`config.mk`:
```
export PLATFORM = sky130hd
export DESIGN_NAME = pwm11_capture
export DESIGN_NICKNAME = d
export VERILOG_FILES = /design/src/rtl/pwm_pkg.sv /design/src/rtl/pwm11_capture_sync_edge_det.sv /design/src/rtl/pwm11_capture.sv
export SDC_FILE = /design/constraint.sdc
export NUM_CORES = 1
export LEC_CHECK = 0
export BUFFER_PORTS_ARGS = -buffer_cell sky130_fd_sc_hd__buf_2
export CAP_MARGIN = 15
export CORE_AREA = 3 3 72 74
export DETAILED_ROUTE_END_ITERATION = 6
export DIE_AREA = 0 0 75 77
export GPL_TIMING_DRIVEN = 0
export PLACE_DENSITY = 0.85
export SLEW_MARGIN = 30
export SYNTH_ARGS = -nofsm -noshare
export SYNTH_HDL_FRONTEND = slang
export SYNTH_SLANG_ARGS = --single-unit
```
`constraint.sdc`:
```
create_clock -name clk -period 2.7 [get_ports clk]
set_clock_uncertainty 0.2 [all_clocks]
set_input_delay 0.54 -clock clk [delete_from_list [all_inputs] [get_ports clk]]
set_output_delay 0.54 -clock clk [all_outputs]
set_load 0.005 [all_outputs]
```
`src/rtl/pwm_pkg.sv`:
```
// Shared definitions for the 11-bit PWM generator / capture pair.
package pwm_pkg;

    // Width of the duty word produced by the generator and reported by the capture block
    localparam int PWM_DUTY_W = 11;

    // Generator period in clocks (2^PWM_DUTY_W)
    localparam int PWM_PERIOD = 2048;

    // Capture FSM states
    typedef enum logic [1:0] {
        IDLE = 2'd0,
        HIGH = 2'd1,
        LOW  = 2'd2
    } state_e;

endpackage

```
`src/rtl/pwm11_capture_sync_edge_det.sv`:
```
// Two-flop synchronizer for an asynchronous level, plus rise/fall detection
// against a one-cycle-delayed copy of the synchronized level.
module sync_edge_det (
    input  logic clk,
    input  logic rst_n,
    input  logic async_i,
    output logic level_o,
    output logic rise_o,
    output logic fall_o
);

    logic s1_q;
    logic s2_q;
    logic prev_q;

    // Synchronizer chain and previous-level register
    always_ff @(posedge clk or negedge rst_n) begin
        if (!rst_n) begin
            s1_q   <= 1'b0;
            s2_q   <= 1'b0;
            prev_q <= 1'b0;
        end else begin
            s1_q   <= async_i;
            s2_q   <= s1_q;
            prev_q <= s2_q;
        end
    end

    assign level_o = s2_q;
    assign rise_o  = s2_q & ~prev_q;
    assign fall_o  = ~s2_q & prev_q;

endmodule

```
`src/rtl/pwm11_capture.sv`:
```
// PWM capture: measures high time and rising-to-rising period of an
// asynchronous PWM line in clk cycles and flags stuck lines via timeout.
module pwm11_capture
    import pwm_pkg::*;
#(
    parameter int DUTY_W  = PWM_DUTY_W,
    parameter int PER_W   = 13,
    parameter int TIMEOUT = 4096
) (
    input  logic              clk,
    input  logic              rst_n,
    input  logic              PWM_in,
    output logic [DUTY_W-1:0] duty,
    output logic [PER_W-1:0]  period,
    output logic              valid,
    output logic              timeout
);

    localparam logic [DUTY_W-1:0] DUTY_MAX = {DUTY_W{1'b1}};
    // per_cnt value at which the next increment would reach TIMEOUT
    localparam logic [PER_W-1:0]  TO_LAST  = PER_W'(TIMEOUT - 1);

    logic level_s;
    logic rise_s;
    logic fall_s;
    logic to_hit_s;

    state_e            state_q,   state_d;
    logic [DUTY_W-1:0] hi_q,      hi_d;
    logic [PER_W-1:0]  per_q,     per_d;
    logic [DUTY_W-1:0] duty_q,    duty_d;
    logic [PER_W-1:0]  period_q,  period_d;
    logic              valid_q,   valid_d;
    logic              timeout_q, timeout_d;

    sync_edge_det u_sync (
        .clk     (clk),
        .rst_n   (rst_n),
        .async_i (PWM_in),
        .level_o (level_s),
        .rise_o  (rise_s),
        .fall_o  (fall_s)
    );

    // per_cnt doubles as the idle counter while in IDLE
    assign to_hit_s = (per_q == TO_LAST);

    // Next-state, counter and report logic; a rise always beats a timeout
    always_comb begin
        state_d   = state_q;
        hi_d      = hi_q;
        per_d     = per_q;
        duty_d    = duty_q;
        period_d  = period_q;
        valid_d   = 1'b0;
        timeout_d = timeout_q;

        case (state_q)
            IDLE: begin
                if (rise_s) begin
                    // first rise only arms the measurement
                    hi_d    = DUTY_W'(1);
                    per_d   = PER_W'(1);
                    state_d = HIGH;
                end else if (to_hit_s) begin
                    valid_d   = 1'b1;
                    timeout_d = 1'b1;
                    period_d  = {PER_W{1'b0}};
                    duty_d    = level_s ? DUTY_MAX : {DUTY_W{1'b0}};
                    hi_d      = {DUTY_W{1'b0}};
                    per_d     = {PER_W{1'b0}};
                    state_d   = IDLE;
                end else begin
                    per_d = per_q + PER_W'(1);
                end
            end
            HIGH: begin
                if (to_hit_s) begin
                    valid_d   = 1'b1;
                    timeout_d = 1'b1;
                    period_d  = {PER_W{1'b0}};
                    duty_d    = level_s ? DUTY_MAX : {DUTY_W{1'b0}};
                    hi_d      = {DUTY_W{1'b0}};
                    per_d     = {PER_W{1'b0}};
                    state_d   = IDLE;
                end else begin
                    per_d = per_q + PER_W'(1);
                    if (fall_s) begin
                        // the fall cycle is already low: high time stays frozen
                        state_d = LOW;
                    end else if (hi_q != DUTY_MAX) begin
                        hi_d = hi_q + DUTY_W'(1);
                    end else begin
                        hi_d = hi_q;
                    end
                end
            end
            LOW: begin
                if (rise_s) begin
                    valid_d   = 1'b1;
                    timeout_d = 1'b0;
                    duty_d    = hi_q;
                    period_d  = per_q;
                    hi_d      = DUTY_W'(1);
                    per_d     = PER_W'(1);
                    state_d   = HIGH;
                end else if (to_hit_s) begin
                    valid_d   = 1'b1;
                    timeout_d = 1'b1;
                    period_d  = {PER_W{1'b0}};
                    duty_d    = level_s ? DUTY_MAX : {DUTY_W{1'b0}};
                    hi_d      = {DUTY_W{1'b0}};
                    per_d     = {PER_W{1'b0}};
                    state_d   = IDLE;
                end else begin
                    per_d = per_q + PER_W'(1);
                end
            end
            default: begin
                state_d = IDLE;
                hi_d    = {DUTY_W{1'b0}};
                per_d   = {PER_W{1'b0}};
            end
        endcase
    end

    // State, counters and registered report outputs
    always_ff @(posedge clk or negedge rst_n) begin
        if (!rst_n) begin
            state_q   <= IDLE;
            hi_q      <= {DUTY_W{1'b0}};
            per_q     <= {PER_W{1'b0}};
            duty_q    <= {DUTY_W{1'b0}};
            period_q  <= {PER_W{1'b0}};
            valid_q   <= 1'b0;
            timeout_q <= 1'b0;
        end else begin
            state_q   <= state_d;
            hi_q      <= hi_d;
            per_q     <= per_d;
            duty_q    <= duty_d;
            period_q  <= period_d;
            valid_q   <= valid_d;
            timeout_q <= timeout_d;
        end
    end

    assign duty    = duty_q;
    assign period  = period_q;
    assign valid   = valid_q;
    assign timeout = timeout_q;

endmodule

```
==> impl_metrics.tcl <==
set metrics [dict create \
    cp.arrival_ns 2.49 \
    synth_compound_area_frac 0.212 \
    fin_area_um2 2920 \
    cp_cell_sequence "ha_1 -> nand4_1 -> nor3_1 -> o211ai_1 -> a21oi_1" \
    antenna_left 0 \
    wl_met3_um 329 \
    postCtsSetupRepairBufs 0 \
    max_stage_delay_ns 0.77 \
    gp_congestion 0.906 \
    wl_met1_um 2510 \
    min-delay-path-class "input pin to async pin" \
    synth-edff-count 0 \
    critPathLaunchType "flip-flop" \
    synth_top_area_frac 0.526 \
    wl_per_cell_um 16.8 \
    yosys.area_share.adder 0.00957 \
    worstSetupPathType "flip-flop to flip-flop" \
    yosysTopAreaCell "dfrtp_1" \
    grt_usage 0.206 \
    multi_input_area_um2 1130 \
    synth_xor_area_frac 0.0301 \
    via_per_inst 6.26 \
    cts-resized-gates 0 \
    grt_setup_unrepaired "no" \
    clk_root_buffer_cell "clkbuf_8" \
    worstSkewPairLatency_ns 0.32 \
    placed_cells 318 \
    slew_viol_final 0 \
    overflow 0 \
    cts_buffers 5 \
    cts_tree "done" \
    place_hpwl_um 3750 \
    period_needed_ns 2.45 \
    dr.first_iter.drc_count 238 \
    path_clk_slew_ns 0.11 \
    finalSetupTns_ns 0 \
    synthFlopType "dfrtp_1" \
    ff_latch_area_um2 1380 \
    crit_path_top_delay_cell "nor3_1" \
    layout-drive-gt1-share 0.202 \
    max-cap-violations 0 \
    max_slew_margin 0.450 \
    syn_area_um2 2620 \
    status "finished, final reports clean" \
    power.leakage_nw 1.31 \
    top_layer "met4" \
    ys_seq_area_frac 0.526 \
    power.density_nw_per_um2 807 \
    instances_no_fill 326 \
    start_util 0.561 \
    placed_area_um2 2830 \
    worstPathMaxFanout 8 \
    std_cell_rows 25 \
    boundaryPins 29 \
    ir_worst_vdd_uv 569 \
    antenna_found_initial 0 \
    hold_viol_final 0 \
    async_flop_share 1.00 \
    cts_sinks 55 \
    hold_buffers 0 \
    vias 2040 \
    worstSetupEndpointType "flip-flop" \
    setup_viol 0 \
    max_freq_mhz 408 \
    grt_start_max_net_pins 56 \
    die_h_um 77 \
    nets 276 \
    syn_to_final_growth_pct 11.7 \
    first_global_vias 1868 \
    crit_family "simple AND/OR/NAND/NOR gates" \
    postSynthNetCount 241 \
    totalWireLength_um 5490 \
    port_buffers 28 \
    die_area_um2 5780 \
    layout_commonest_cell "dfrtp_1" \
    fp.coreArea_um2 4660 \
    synth-seq-cells 55 \
    die_x_um 75 \
    fin_crit_sh 0.908 \
    drt_pass1_iterations 4 \
    diodes 0 \
    syn_inst 236 \
    cts_buffer_depth 2 \
    synth.distinct_cells 52 \
    cp.buffers_inverters 0 \
    cts_max_level 2 \
    critPathRequiredTime_ns 2.74 \
    grt_pass1_wl_um 9230 \
    worstMarginPinSlew_ns 0.818 \
    synth-warning-count 0 \
    yosys.area_share.simple 0.168 \
    avgSynthCellArea_um2 11.1 \
    fillers 351 \
    drc 0 \
    ys_top_cells_by_area "dfrtp_1, a2bb2oi_1, a22o_1, o22ai_1, nand3_1" \
    synth_top_family_by_area "compound AO/OA/AOI/OAI gates" \
    final_cell_mix "dfrtp_1, buf_2, nor2_1" \
    wl_met2_um 2580 \
    synth_mux_area_frac 0.0115 \
]
## logic make-up after synthesis
logic type	count (synthesis)
mux	3
compound gates	70
fa+ha+maj	2
buf+inv	19
simple gates	78
flops	55
xor+xnor	9
## metrics by stage
stage,setup slack [ns],hold WS (ns),utilization,total power [mW]
after floorplan,0.562,0.0444,-,1.62
after global placement,0.327,0.132,0.606,1.86
after detailed placement,0.336,0.153,0.606,1.89
after CTS,0.292,0.0826,0.627,2.37
after global routing,0.105,0.106,0.627,2.51
final,0.249,0.0573,0.627,2.36
## routing by layer
layer  up-vias  track usage
li1        965            -
met1       993        0.319
met2        75        0.294
met3         7       0.0380
met4         0       0.0641
met5         -            0
## worst reg2reg max path, stage by stage, from the launching register on
cell and delay [ns]:
dfrtp_1 0.51, ha_1 0.24, nand4_1 0.31, nor3_1 0.77, o211ai_1 0.19, a21oi_1 0.17
## registers in the layout, summed over array words and instances, names as in the netlist
| signal | flops |
|---|---|
| per_q | 13 |
| period | 13 |
| duty | 11 |
| hi_q | 11 |
| state_q | 2 |
| timeout | 1 |
| u_sync.level_o | 1 |
| u_sync.prev_q | 1 |
| u_sync.s1_q | 1 |
| valid | 1 |
## report_power, final
part / internal [mW] / leakage [nW] / switching [mW]
logic: 0.336 / 0.548 / 0.353
clock network: 0.191 / 0.0463 / 0.290
registers: 1.01 / 0.721 / 0.178
## area by class of cell
type / count / area share
timing repair buffer: 28 / 0.0488
clock buffer: 5 / 0.0236
buffer: 14 / 0.0313
multi-input combinational: 162 / 0.386
tap: 54 / 0.0231
inverter: 5 / 0.00642
sequential: 55 / 0.471
clock inverter: 3 / 0.00942
## worst paths after layout
path                                            start                       end  slack, ns  cells past startpoint
worst min register to register  u_sync.s1_q$_DFF_PN0_  u_sync.level_o$_DFF_PN0_       0.17                      0
min in group clk                               PWM_in     u_sync.s1_q$_DFF_PN0_       0.13                      1
worst min-delay path                            rst_n     period[2]$_DFFE_PN0P_       0.06                      1
worst max register to register    hi_q[0]$_DFFE_PN0P_       hi_q[1]$_DFFE_PN0P_       0.25                      5
worst max-delay path              hi_q[0]$_DFFE_PN0P_       hi_q[1]$_DFFE_PN0P_       0.25                      5
max in group asynchronous                       rst_n      duty[10]$_DFFE_PN0P_       1.80                      1
## synthesized netlist by cell type, types with 3 or more instances
library cell,n
mux2i_1,3
a21oi_1,11
o22ai_1,12
or4_1,4
o31ai_1,4
nor2b_1,4
nor3_1,7
a2bb2oi_1,12
buf_2,3
nand2_1,7
inv_1,5
nand4_1,6
xor2_1,3
nand3_1,14
o211ai_1,4
clkbuf_1,6
xnor2_1,6
nor2_1,17
a22o_1,11
dfrtp_1,55
Note: power is estimated with default switching activity, not from simulation.
